===== config.mk =====
export PLATFORM = sky130hd
export DESIGN_NAME = alu_cmd_sequencer_flat
export DESIGN_NICKNAME = d
export VERILOG_FILES = /design/src/rtl/alu_pkg.sv /design/src/rtl/alu_cmd_sequencer_if.sv /design/src/rtl/alu_cmd_fifo.sv /design/src/rtl/alu_cmd_sequencer.sv /design/src/flat_wrapper.sv
export SDC_FILE = /design/constraint.sdc
export NUM_CORES = 1
export LEC_CHECK = 0
export CAP_MARGIN = 20
export CORE_ASPECT_RATIO = 0.5
export CORE_UTILIZATION = 45
export CTS_BUF_LIST = sky130_fd_sc_hd__clkbuf_8 sky130_fd_sc_hd__clkbuf_16
export DETAILED_ROUTE_END_ITERATION = 10
export PLACE_DENSITY = 0.68
export SYNTH_ARGS = -nofsm -noshare
export SYNTH_HDL_FRONTEND = slang
export SYNTH_SLANG_ARGS = --single-unit

===== constraint.sdc =====
create_clock -name clk -period 3.02 [get_ports clk]
set_clock_uncertainty 0.05 [all_clocks]
set_input_delay 0.453 -clock clk [delete_from_list [all_inputs] [get_ports clk]]
set_output_delay 0.453 -clock clk [all_outputs]
set_load 0.05 [all_outputs]

===== src/rtl/alu_pkg.sv =====
// Shared definitions for the 4-bit ALU and its command sequencer:
// opcodes, widths, sequencer states and the packed command word.
package alu_pkg;

  localparam int DATA_W = 4;
  localparam int OP_W   = 4;
  localparam int RES_W  = 9;

  localparam logic [OP_W-1:0] OP_ADD       = 4'd0;
  localparam logic [OP_W-1:0] OP_SUB       = 4'd1;
  localparam logic [OP_W-1:0] OP_MUL       = 4'd2;
  localparam logic [OP_W-1:0] OP_DIV       = 4'd3;
  localparam logic [OP_W-1:0] OP_LOG       = 4'd4;
  localparam logic [OP_W-1:0] OP_NOP       = 4'hF;
  localparam logic [OP_W-1:0] OP_MAX_LEGAL = 4'd4;

  typedef enum logic [1:0] {
    IDLE  = 2'd0,
    ISSUE = 2'd1,
    WAIT  = 2'd2,
    HOLD  = 2'd3
  } seq_state_e;

  typedef struct packed {
    logic [OP_W-1:0]   opcode;
    logic [DATA_W-1:0] a;
    logic [DATA_W-1:0] b;
  } cmd_t;

  function automatic logic op_is_legal(input logic [OP_W-1:0] op);
    return op <= OP_MAX_LEGAL;
  endfunction

endpackage


===== src/rtl/alu_cmd_sequencer_if.sv =====
// Bundle of command, ALU-side and response signals of the ALU command sequencer.
// master = the surrounding system, slave = the sequencer.
interface alu_cmd_sequencer_if #(
  parameter int DEPTH = 4,
  parameter int RW    = alu_pkg::RES_W
) ();

  logic                       cmd_valid;
  logic                       cmd_ready;
  logic [3:0]                 cmd_opcode;
  logic [3:0]                 cmd_a;
  logic [3:0]                 cmd_b;
  logic [3:0]                 alu_opcode;
  logic [3:0]                 alu_a;
  logic [3:0]                 alu_b;
  logic [RW-1:0]              alu_out;
  logic                       rsp_valid;
  logic                       rsp_ready;
  logic [RW-1:0]              rsp_data;
  logic [3:0]                 rsp_opcode;
  logic                       rsp_illegal;
  logic [$clog2(DEPTH+1)-1:0] fifo_count;

  modport master (
    output cmd_valid, cmd_opcode, cmd_a, cmd_b, alu_out, rsp_ready,
    input  cmd_ready, alu_opcode, alu_a, alu_b,
    input  rsp_valid, rsp_data, rsp_opcode, rsp_illegal, fifo_count
  );

  modport slave (
    input  cmd_valid, cmd_opcode, cmd_a, cmd_b, alu_out, rsp_ready,
    output cmd_ready, alu_opcode, alu_a, alu_b,
    output rsp_valid, rsp_data, rsp_opcode, rsp_illegal, fifo_count
  );

endinterface


===== src/rtl/alu_cmd_fifo.sv =====
// DEPTH x 12-bit synchronous command FIFO with first-word-fall-through read.
// Push is ignored when full and pop when empty.
module alu_cmd_fifo
  import alu_pkg::*;
#(
  parameter int DEPTH = 4
) (
  input  logic                       clk,
  input  logic                       rst,
  input  logic                       push,
  input  cmd_t                       wdata,
  input  logic                       pop,
  output cmd_t                       rdata,
  output logic                       full,
  output logic                       empty,
  output logic [$clog2(DEPTH+1)-1:0] count
);

  localparam int AW = $clog2(DEPTH);
  localparam int CW = $clog2(DEPTH+1);

  cmd_t          mem [DEPTH];
  logic [AW-1:0] wr_ptr;
  logic [AW-1:0] rd_ptr;
  logic          push_ok;
  logic          pop_ok;

  assign full    = (count == CW'(DEPTH));
  assign empty   = (count == '0);
  assign push_ok = push && !full;
  assign pop_ok  = pop && !empty;
  assign rdata   = mem[rd_ptr];

  // NOTE: sequential state is written with <= so every flop samples pre-edge values.
  // Power-of-two DEPTH lets the pointers wrap by plain overflow.
  always_ff @(posedge clk) begin
    if (rst) begin
      wr_ptr <= '0;
      rd_ptr <= '0;
      count  <= '0;
    end else begin
      if (push_ok) wr_ptr <= wr_ptr + 1'b1;
      if (pop_ok)  rd_ptr <= rd_ptr + 1'b1;
      case ({push_ok, pop_ok})
        2'b10:   count <= count + 1'b1;
        2'b01:   count <= count - 1'b1;
        default: count <= count;
      endcase
    end
  end

  // NOTE: storage is not reset; count/pointers guarantee stale words are never read.
  always_ff @(posedge clk) begin
    if (push_ok) mem[wr_ptr] <= wdata;
  end

endmodule


===== src/rtl/alu_cmd_sequencer.sv =====
// Feeds queued {opcode, a, b} commands one at a time to the ALU's registered inputs,
// waits out its latency and presents the captured result on a valid/ready response port.
module alu_cmd_sequencer
  import alu_pkg::*;
#(
  parameter int DEPTH   = 4,
  parameter int ALU_LAT = 1,
  parameter int RW      = RES_W
) (
  input logic                clk,
  input logic                rst,
  alu_cmd_sequencer_if.slave bus
);

  localparam int         CW      = $clog2(DEPTH+1);
  localparam logic [2:0] LAT     = 3'(ALU_LAT);
  localparam logic [1:0] S_IDLE  = IDLE;
  localparam logic [1:0] S_ISSUE = ISSUE;
  localparam logic [1:0] S_WAIT  = WAIT;
  localparam logic [1:0] S_HOLD  = HOLD;

  logic [1:0]    state;
  logic [2:0]    wait_cnt;
  cmd_t          in_cmd;
  cmd_t          head;
  logic          full;
  logic          empty;
  logic [CW-1:0] count;
  logic          push;
  logic          pop;
  logic          rsp_fire;
  logic          head_legal;

  logic [3:0]    alu_opcode_q;
  logic [3:0]    alu_a_q;
  logic [3:0]    alu_b_q;
  logic          rsp_valid_q;
  logic [RW-1:0] rsp_data_q;
  logic [3:0]    rsp_opcode_q;
  logic          rsp_illegal_q;

  assign in_cmd     = {bus.cmd_opcode, bus.cmd_a, bus.cmd_b};
  assign push       = bus.cmd_valid && !full;
  assign rsp_fire   = (state == S_HOLD) && rsp_valid_q && bus.rsp_ready;
  assign head_legal = op_is_legal(head.opcode);

  // A new command is taken from idle, or straight after a response handshake.
  always_comb begin
    // NOTE: default first so no path leaves pop unassigned and infers a latch.
    pop = 1'b0;
    if (!empty && (state == S_IDLE || rsp_fire)) pop = 1'b1;
  end

  alu_cmd_fifo #(.DEPTH(DEPTH)) u_fifo (
    .clk   (clk),
    .rst   (rst),
    .push  (push),
    .wdata (in_cmd),
    .pop   (pop),
    .rdata (head),
    .full  (full),
    .empty (empty),
    .count (count)
  );

  always_ff @(posedge clk) begin
    if (rst) begin
      state         <= S_IDLE;
      wait_cnt      <= '0;
      alu_opcode_q  <= OP_NOP;
      alu_a_q       <= '0;
      alu_b_q       <= '0;
      rsp_valid_q   <= 1'b0;
      rsp_data_q    <= '0;
      rsp_opcode_q  <= '0;
      rsp_illegal_q <= 1'b0;
    end else if (pop) begin
      if (head_legal) begin
        alu_opcode_q <= head.opcode;
        alu_a_q      <= head.a;
        alu_b_q      <= head.b;
        rsp_valid_q  <= 1'b0;
        state        <= S_ISSUE;
      end else begin
        // Illegal opcodes never reach the ALU; answered directly with a zero result.
        rsp_data_q    <= '0;
        rsp_opcode_q  <= head.opcode;
        rsp_illegal_q <= 1'b1;
        rsp_valid_q   <= 1'b1;
        state         <= S_HOLD;
      end
    end else begin
      case (state)
        S_ISSUE: begin
          wait_cnt <= LAT;
          state    <= S_WAIT;
        end
        S_WAIT: begin
          if (wait_cnt == 3'd1) begin
            rsp_data_q    <= bus.alu_out;
            rsp_opcode_q  <= alu_opcode_q;
            rsp_illegal_q <= 1'b0;
            rsp_valid_q   <= 1'b1;
            alu_opcode_q  <= OP_NOP;
            alu_a_q       <= '0;
            alu_b_q       <= '0;
            state         <= S_HOLD;
          end else begin
            wait_cnt <= wait_cnt - 3'd1;
          end
        end
        S_HOLD: begin
          if (rsp_fire) begin
            rsp_valid_q <= 1'b0;
            state       <= S_IDLE;
          end
        end
        default: ;
      endcase
    end
  end

  assign bus.cmd_ready   = !full;
  assign bus.fifo_count  = count;
  assign bus.alu_opcode  = alu_opcode_q;
  assign bus.alu_a       = alu_a_q;
  assign bus.alu_b       = alu_b_q;
  assign bus.rsp_valid   = rsp_valid_q;
  assign bus.rsp_data    = rsp_data_q;
  assign bus.rsp_opcode  = rsp_opcode_q;
  assign bus.rsp_illegal = rsp_illegal_q;

endmodule


===== src/flat_wrapper.sv =====
// flat-port wrapper written by rule: the top's interface ports become plain ports
module alu_cmd_sequencer_flat import alu_pkg::*;
#(
  parameter int DEPTH   = 4,
  parameter int ALU_LAT = 1,
  parameter int RW      = RES_W
)
  (clk, rst, bus_cmd_valid, bus_cmd_opcode, bus_cmd_a, bus_cmd_b, bus_alu_out, bus_rsp_ready, bus_cmd_ready, bus_alu_opcode, bus_alu_a, bus_alu_b, bus_rsp_valid, bus_rsp_data, bus_rsp_opcode, bus_rsp_illegal, bus_fifo_count);
  alu_cmd_sequencer_if #(.DEPTH(DEPTH), .RW(RW)) bus_i ();
  input logic clk;
  input logic rst;
  input wire logic [$bits(bus_i.cmd_valid)-1:0] bus_cmd_valid;
  input wire logic [$bits(bus_i.cmd_opcode)-1:0] bus_cmd_opcode;
  input wire logic [$bits(bus_i.cmd_a)-1:0] bus_cmd_a;
  input wire logic [$bits(bus_i.cmd_b)-1:0] bus_cmd_b;
  input wire logic [$bits(bus_i.alu_out)-1:0] bus_alu_out;
  input wire logic [$bits(bus_i.rsp_ready)-1:0] bus_rsp_ready;
  output wire logic [$bits(bus_i.cmd_ready)-1:0] bus_cmd_ready;
  output wire logic [$bits(bus_i.alu_opcode)-1:0] bus_alu_opcode;
  output wire logic [$bits(bus_i.alu_a)-1:0] bus_alu_a;
  output wire logic [$bits(bus_i.alu_b)-1:0] bus_alu_b;
  output wire logic [$bits(bus_i.rsp_valid)-1:0] bus_rsp_valid;
  output wire logic [$bits(bus_i.rsp_data)-1:0] bus_rsp_data;
  output wire logic [$bits(bus_i.rsp_opcode)-1:0] bus_rsp_opcode;
  output wire logic [$bits(bus_i.rsp_illegal)-1:0] bus_rsp_illegal;
  output wire logic [$bits(bus_i.fifo_count)-1:0] bus_fifo_count;
  assign bus_i.cmd_valid = bus_cmd_valid;
  assign bus_i.cmd_opcode = bus_cmd_opcode;
  assign bus_i.cmd_a = bus_cmd_a;
  assign bus_i.cmd_b = bus_cmd_b;
  assign bus_i.alu_out = bus_alu_out;
  assign bus_i.rsp_ready = bus_rsp_ready;
  assign bus_cmd_ready = bus_i.cmd_ready;
  assign bus_alu_opcode = bus_i.alu_opcode;
  assign bus_alu_a = bus_i.alu_a;
  assign bus_alu_b = bus_i.alu_b;
  assign bus_rsp_valid = bus_i.rsp_valid;
  assign bus_rsp_data = bus_i.rsp_data;
  assign bus_rsp_opcode = bus_i.rsp_opcode;
  assign bus_rsp_illegal = bus_i.rsp_illegal;
  assign bus_fifo_count = bus_i.fifo_count;
  alu_cmd_sequencer #(.DEPTH(DEPTH), .ALU_LAT(ALU_LAT), .RW(RW)) u_core (.clk(clk), .rst(rst), .bus(bus_i));
endmodule

-- Word level (Yosys, flattened, before mapping)
Memories as Yosys holds them, arrays and structs flattened. A register that Yosys moved wholly into a read port is not among the register bits.
Cells that the tools add are included.
- memory bits (writable): 48
- register bits after elaboration: 39
- memories: 1
- logic and storage cells: 94
- output and inout bits: 31
- memory list (name ; depth ; bits a word ; read ports ; clocked after Yosys merged registers in ; wr ports ; RTL line ; RTL):
    u_core.u_fifo.mem ; 4 ; 12 ; 1 ; 1 ; 1 ; alu_cmd_fifo.sv:22 ; cmd_t mem [DEPTH];
- muxes and demuxes: 40
- add/sub/neg operators: 5
- reductions and logical operators: 22
- bitwise operators: 1
- equal/unequal tests: 12
- $lt $le $gt $ge: 1
- operators with widths (kind ; count):
    4-bit 2-to-1 mux ; 14
    9-bit 2-to-1 mux ; 4
    3-bit AND reduction ; 5
    2-bit 2-to-1 mux ; 6
    3-bit case mux with 2 select lines ; 2
    1-bit 2-to-1 mux ; 11
    2-bit nonzero test ; 4
    2-bit equality test (second input constant) ; 3
    1-bit logical AND ; 6
    3-bit by 2-bit != test with 1-bit output (second input constant) ; 2
    2-bit case mux with 3 select lines ; 1
    3-bit by 1-bit subtractor with 3-bit output (second input constant) ; 2
    2-bit by 1-bit adder with 2-bit output (second input constant) ; 2
    2-bit by 1-bit equality test with 1-bit output (second input constant) ; 2
    4-bit by 3-bit less-or-equal comparator with 1-bit output (second input constant) ; 1
    2-bit != test (second input constant) ; 2
    4-bit nonzero test ; 1
    3-bit by 1-bit adder with 3-bit output (second input constant) ; 1
    3-bit by 1-bit equality test with 1-bit output (second input constant) ; 1
    3-bit equality test (second input constant) ; 1
    3-bit zero test ; 1
    3-bit 2-to-1 mux ; 1
    3-bit nonzero test ; 1
    1-bit zero test ; 2
    5 further kinds ; 5

-- Logic depth before layout (Yosys ltp)
- depth after elaboration: 9
- mapped depth: 11

-- Hierarchy
A second synthesis with hierarchy kept.
- cell total of the unflattened synthesis: 254
- area total of the unflattened synthesis: 3637.2 µm²
- modules (own cells, without submodules) (module ; cells each ; area each (µm²) ; instances):
    alu_cmd_fifo ; 116 ; 2245.9 ; 1
    alu_cmd_sequencer ; 138 ; 1391.3 ; 1

-- Least setup slack after synthesis
Ideal clock, no wire load.
- path type: register to register
- start point: reg u_core.u_fifo.count[2]
- end point: reg u_core.u_fifo.count[2]
- slack: 0.073 ns
- cell stages (with the launch flop): 10
- period minus slack after synthesis: 2.947 ns
- required time: 2.900 ns
- data arrival time: 2.827 ns
- path buffers: 0
- path through: dfxtp_1 > or3b_1 > and2_1 > inv_1 > ha_1 > inv_1 > fa_1 > xor2_1 > or3_1 > a21oi_1
- elaborated cells on any way between the ends: 15
- RTL lines (item ; RTL line ; RTL):
    from (decl) ; alu_cmd_fifo.sv:16 ; output logic [$clog2(DEPTH+1)-1:0] count
    from (signal assigned) ; alu_cmd_fifo.sv:45 ; 2'b10: count <= count + 1'b1;
    from (signal assigned) ; alu_cmd_fifo.sv:46 ; 2'b01: count <= count - 1'b1;
    from (signal assigned) ; alu_cmd_fifo.sv:47 ; default: count <= count;
    3-bit equality test * ; alu_cmd_fifo.sv:28 ; assign full = (count == CW'(DEPTH));
    1-bit zero test * ; - ;
    via bus_cmd_ready ; flat_wrapper.sv:18 ; output wire logic [$bits(bus_i.cmd_ready)-1:0] bus_cmd_ready;
    1-bit logical AND ; alu_cmd_sequencer.sv:43 ; assign push = bus.cmd_valid && !full;
    1-bit logical AND * ; alu_cmd_fifo.sv:30 ; assign push_ok = push && !full;
    2-bit by 1-bit equality test with 1-bit output or 2-bit equality test (tied branches) ; alu_cmd_fifo.sv:44 ; case ({push_ok, pop_ok})
    3-bit case mux with 2 select lines or 2-bit nonzero test (tied branches) ; - ;
The timed path passes the listed nets; every way through them passes the cells marked *.
A chain may end at the register's enable or synchronous reset.

-- Worst setup path in the final report
- start point: reg u_core.u_fifo.count[2]
- end point: reg u_core.u_fifo.count[2]
- longest elaborated chain between the ends: 7
- elaborated cells on any way between the ends: 15
- RTL lines (item ; RTL line ; RTL):
    3-bit zero test ; alu_cmd_fifo.sv:29 ; assign empty = (count == '0);
    1-bit zero test ; alu_cmd_fifo.sv:31, alu_cmd_sequencer.sv:51 ;
    1-bit logical AND ; alu_cmd_sequencer.sv:51 ; if (!empty && (state == S_IDLE || rsp_fire)) pop = 1'b1;
    1-bit 2-to-1 mux ; alu_cmd_sequencer.sv:51 ;
    1-bit logical AND ; alu_cmd_fifo.sv:31 ; assign pop_ok = pop && !empty;
    2-bit by 1-bit equality test with 1-bit output or 2-bit equality test (tied branches) ; alu_cmd_fifo.sv:44 ;
    3-bit case mux with 2 select lines or 2-bit nonzero test (tied branches) ; - ;
Parallel ways exist; a longest one is shown, timed or not.

==> impl_results.md <==
- Status: finished, final reports clean
- Final hold vios: 0
- Reg2Reg Depth: 9
- WL met3: 322 um
- Starting Density: 47.1%
- Post-synth EDFFs: 48
- Met2 WL: 3840 um
- WL met1: 3290 um
- R2r setup slk: 0.44 ns
- Seq/Total Area, Yosys: 59.1%
- Hold depth: 2
- Yosys warnings: 0
- Yosys top cell area share: 37.7%
- Number of I/O pins: 56
- Vias per cell: 5.39
- Leading area contributor after synthesis: edfxtp_1
- Share of cells above drive strength 1: 10.3%
- CORE AREA: 8120 um^2
- R2R Path Start: u_core.u_fifo.count[2]
- Worst VDD drop: 0.000361 V
- Area Overhead vs Synth: 25.3%
- First DRT Iteration DRCs: 158
- Post-route ant nets: 0
- Skew-Pair Late Insertion Delay: 0.34 ns
- Power Density: 919 nW/um^2
- Hold Crit Class: reg -> reg
- Startpoint Class: register
- Setup TNS: 0 ns
- Syn nets: 326
- Tot GR Track Use: 17.7%
- Nets: 382
- Clock-pin slew on the worst setup and hold paths: 0.06 ns
- Setup Buffers After CTS: 0
- Fillers: 667
- IO Port Bufs: 55
- Highest metal used: met4
- Hold Path Sink: u_core.bus.alu_b[1]
- Final min period: 2.58 ns
- Leakage power: 1.65 nW
- Ant diodes: 0
- Critical Path Fanout Max: 6
- Setup-failing EPs final: 0
- Slew @ Worst Pin: 0.649 ns
- Crit-path cells: or3b_1 -> and2_1 -> inv_1 -> ha_1 -> inv_1 -> fa_1 -> xor2_1 -> or3_1 -> a21oi_1
- Total number of vias: 2492
- DRT Wirelength: 7480 um
- Final HPWL DP: 5070 um
- Largest stage delay on the critical path: 0.47 ns
- Mapped cell area: 3830 um^2
- Setup slack after layout: 0.442 ns
- Mean post-synth cell area: 13.2 um^2
- RSZ-0062 raised after global routing: false
- Ys flop type: edfxtp_1
- Worst Hold Launch: u_core.bus.alu_b[1]
- Grt total ovfl: 0
- FFs w/ async S/R, synth: 0%
- Crit path kind: reg -> reg
- Cell Area, Placed: 4470 um^2
- Largest buffer count on any clock path: 2
- Die area: 8900 um^2
- Fmax: 0.388 GHz
- Synth cell types: 53
- Total clock sinks: 89
- Largest net degree at the start of global routing: 31
- Final GP Congestion: 0.741
- Total power: 4.41 mW
- # rows: 23
- Max Transition Viols Final: 0
- Area contributors post-synth: edfxtp_1 38%, dfxtp_1 21%, mux4_1 6.9%
- Cell with the most instances after synthesis: edfxtp_1
- Remaining routing DRC violations: 0
- Initial antenna violation count: 0
- Seq cells post-synth: 89
- Num CTS Buffers: 9
- Mapped Cells: 289
- Crit end category: register
- Die Width: 132 um
- Top cells by count, synth: 48 x edfxtp_1, 41 x dfxtp_1, 20 x inv_1
- Tcrit/Tclk final: 85.4%
- Post-Place Setup Slack: 0.296 ns
- Data arrival time of the worst path: 2.80 ns
- Max-Slew Margin vs Limit: 56.7%
- H-tree depth reported by CTS: 3
- WL/cell: 16.2 um
- Resized Gates After CTS: 0
- Worst Path Required: 3.24 ns
- Number of hold buffers added after CTS: 0
- Clock root cell: clkbuf_16
- Die Height: 67.2 um
- Global-route wire length before repair: 11800 um
- Crit path top cell by count: inv_1
- Vias in the first global route: 2397
- CTS tree: yes
- Reg-to-reg critical path endpoint: u_core.u_fifo.count[2]
- CP max-delay cell: or3b_1
- DR pass1 iterations: 4
- Maxcap violations: 0
- Post-route cell area: 4790 um^2
[cell usage in the layout (no fill, tap or decap), types with 3 or more instances in the layout]
cell type,count
clkbuf_16,10
o32ai_1,8
nand2_1,4
edfxtp_1,48
mux4_1,10
a21o_1,3
or2_2,3
a21oi_1,16
xor2_1,3
or4b_1,9
inv_1,20
clkdlybuf4s50_1,55
nor3_1,5
nand2b_1,12
nor2_1,13
dfxtp_1,41
nand3_1,11
a31o_2,3
ha_1,11
a211oi_1,4
o21ai_0,5
buf_4,8
and3_1,4
[layer usage]
layer / vias up / global-route usage (%)
li1: 1220 / -
met1: 1215 / 21.0
met2: 55 / 32.0
met3: 2 / 5.18
met4: 0 / 5.60
met5: - / 0
[worst max-delay path: cells and delay by family, from the launching register on]
kind	cells	cell delay, ns
compound gates	1	0.14
xor+xnor	1	0.16
simple gates	3	1.01
fa+ha+maj	2	0.56
flops	1	0.43
buf+inv	2	0.15
[worst max path at each step]
stage	start	end	slack, ns	cells after the start
after CTS	u_core.u_fifo.count[2]	u_core.u_fifo.count[2]	0.44	9
after detailed placement	bus_rsp_ready	u_core.u_fifo.count[2]	0.30	10
after global placement	bus_rsp_ready	u_core.u_fifo.count[2]	0.37	10
after floorplan	u_core.u_fifo.count[2]	u_core.u_fifo.count[2]	0.07	9
final	u_core.u_fifo.count[2]	u_core.u_fifo.count[2]	0.44	9
after global routing	u_core.u_fifo.count[2]	u_core.u_fifo.count[2]	0.33	9
[per-stage QoR]
| stage | hold slack (ns) | utilization (%) | instances |
|---|---|---|---|
| final | 0.428 | 59.1 | 462 |
| after global routing | 0.454 | 59.1 | 462 |
| after CTS | 0.432 | 59.1 | 462 |
| after detailed placement | 0.422 | 55.1 | 446 |
| after global placement | 0.416 | 55.1 | 446 |
| after floorplan | 0.406 | - | 289 |
[cell families (layout without fill, tap and decap cells)]
| family | after synthesis | count (layout) | synth area share [%] |
|---|---|---|---|
| and+or+nand+nor | 75 | 75 | 12.1 |
| muxes | 14 | 14 | 8.57 |
| xor gates and xnor gates | 5 | 5 | 1.14 |
| adders and majority gates | 12 | 12 | 4.12 |
| DFF | 89 | 89 | 59.1 |
| AOI/OAI and AO/OA | 55 | 55 | 10.2 |
| buffers and inverters | 39 | 100 | 4.74 |
[state kept, by name (all words and copies together), names as in the netlist, 3 cells and up, named ones only]
name,cells
u_core.bus.rsp_data,9
u_core.bus.alu_b,4
u_core.bus.alu_opcode,4
u_core.wait_cnt,3
u_core.bus.rsp_opcode,4
u_core.u_fifo.count,3
u_core.bus.alu_a,4
u_core.u_fifo.mem,48
[cell type report]
type	instances	area, um^2	share of cell area (%)
Sequential cell	89	2260	47.2
Multi-Input combinational cell	161	1380	28.8
Timing Repair Buffer	63	611	12.7
Clock buffer	10	250	5.22
Tap cell	112	140	2.92
Inverter	21	78.8	1.64
Clock inverter	6	68.8	1.44
[report_power, final]
group	switching, mW	internal [mW]
Clock	0.476	0.700
Combinational	0.994	0.627
Sequential	0.118	1.49
No activity file was read; power rests on OpenSTA's default activity.
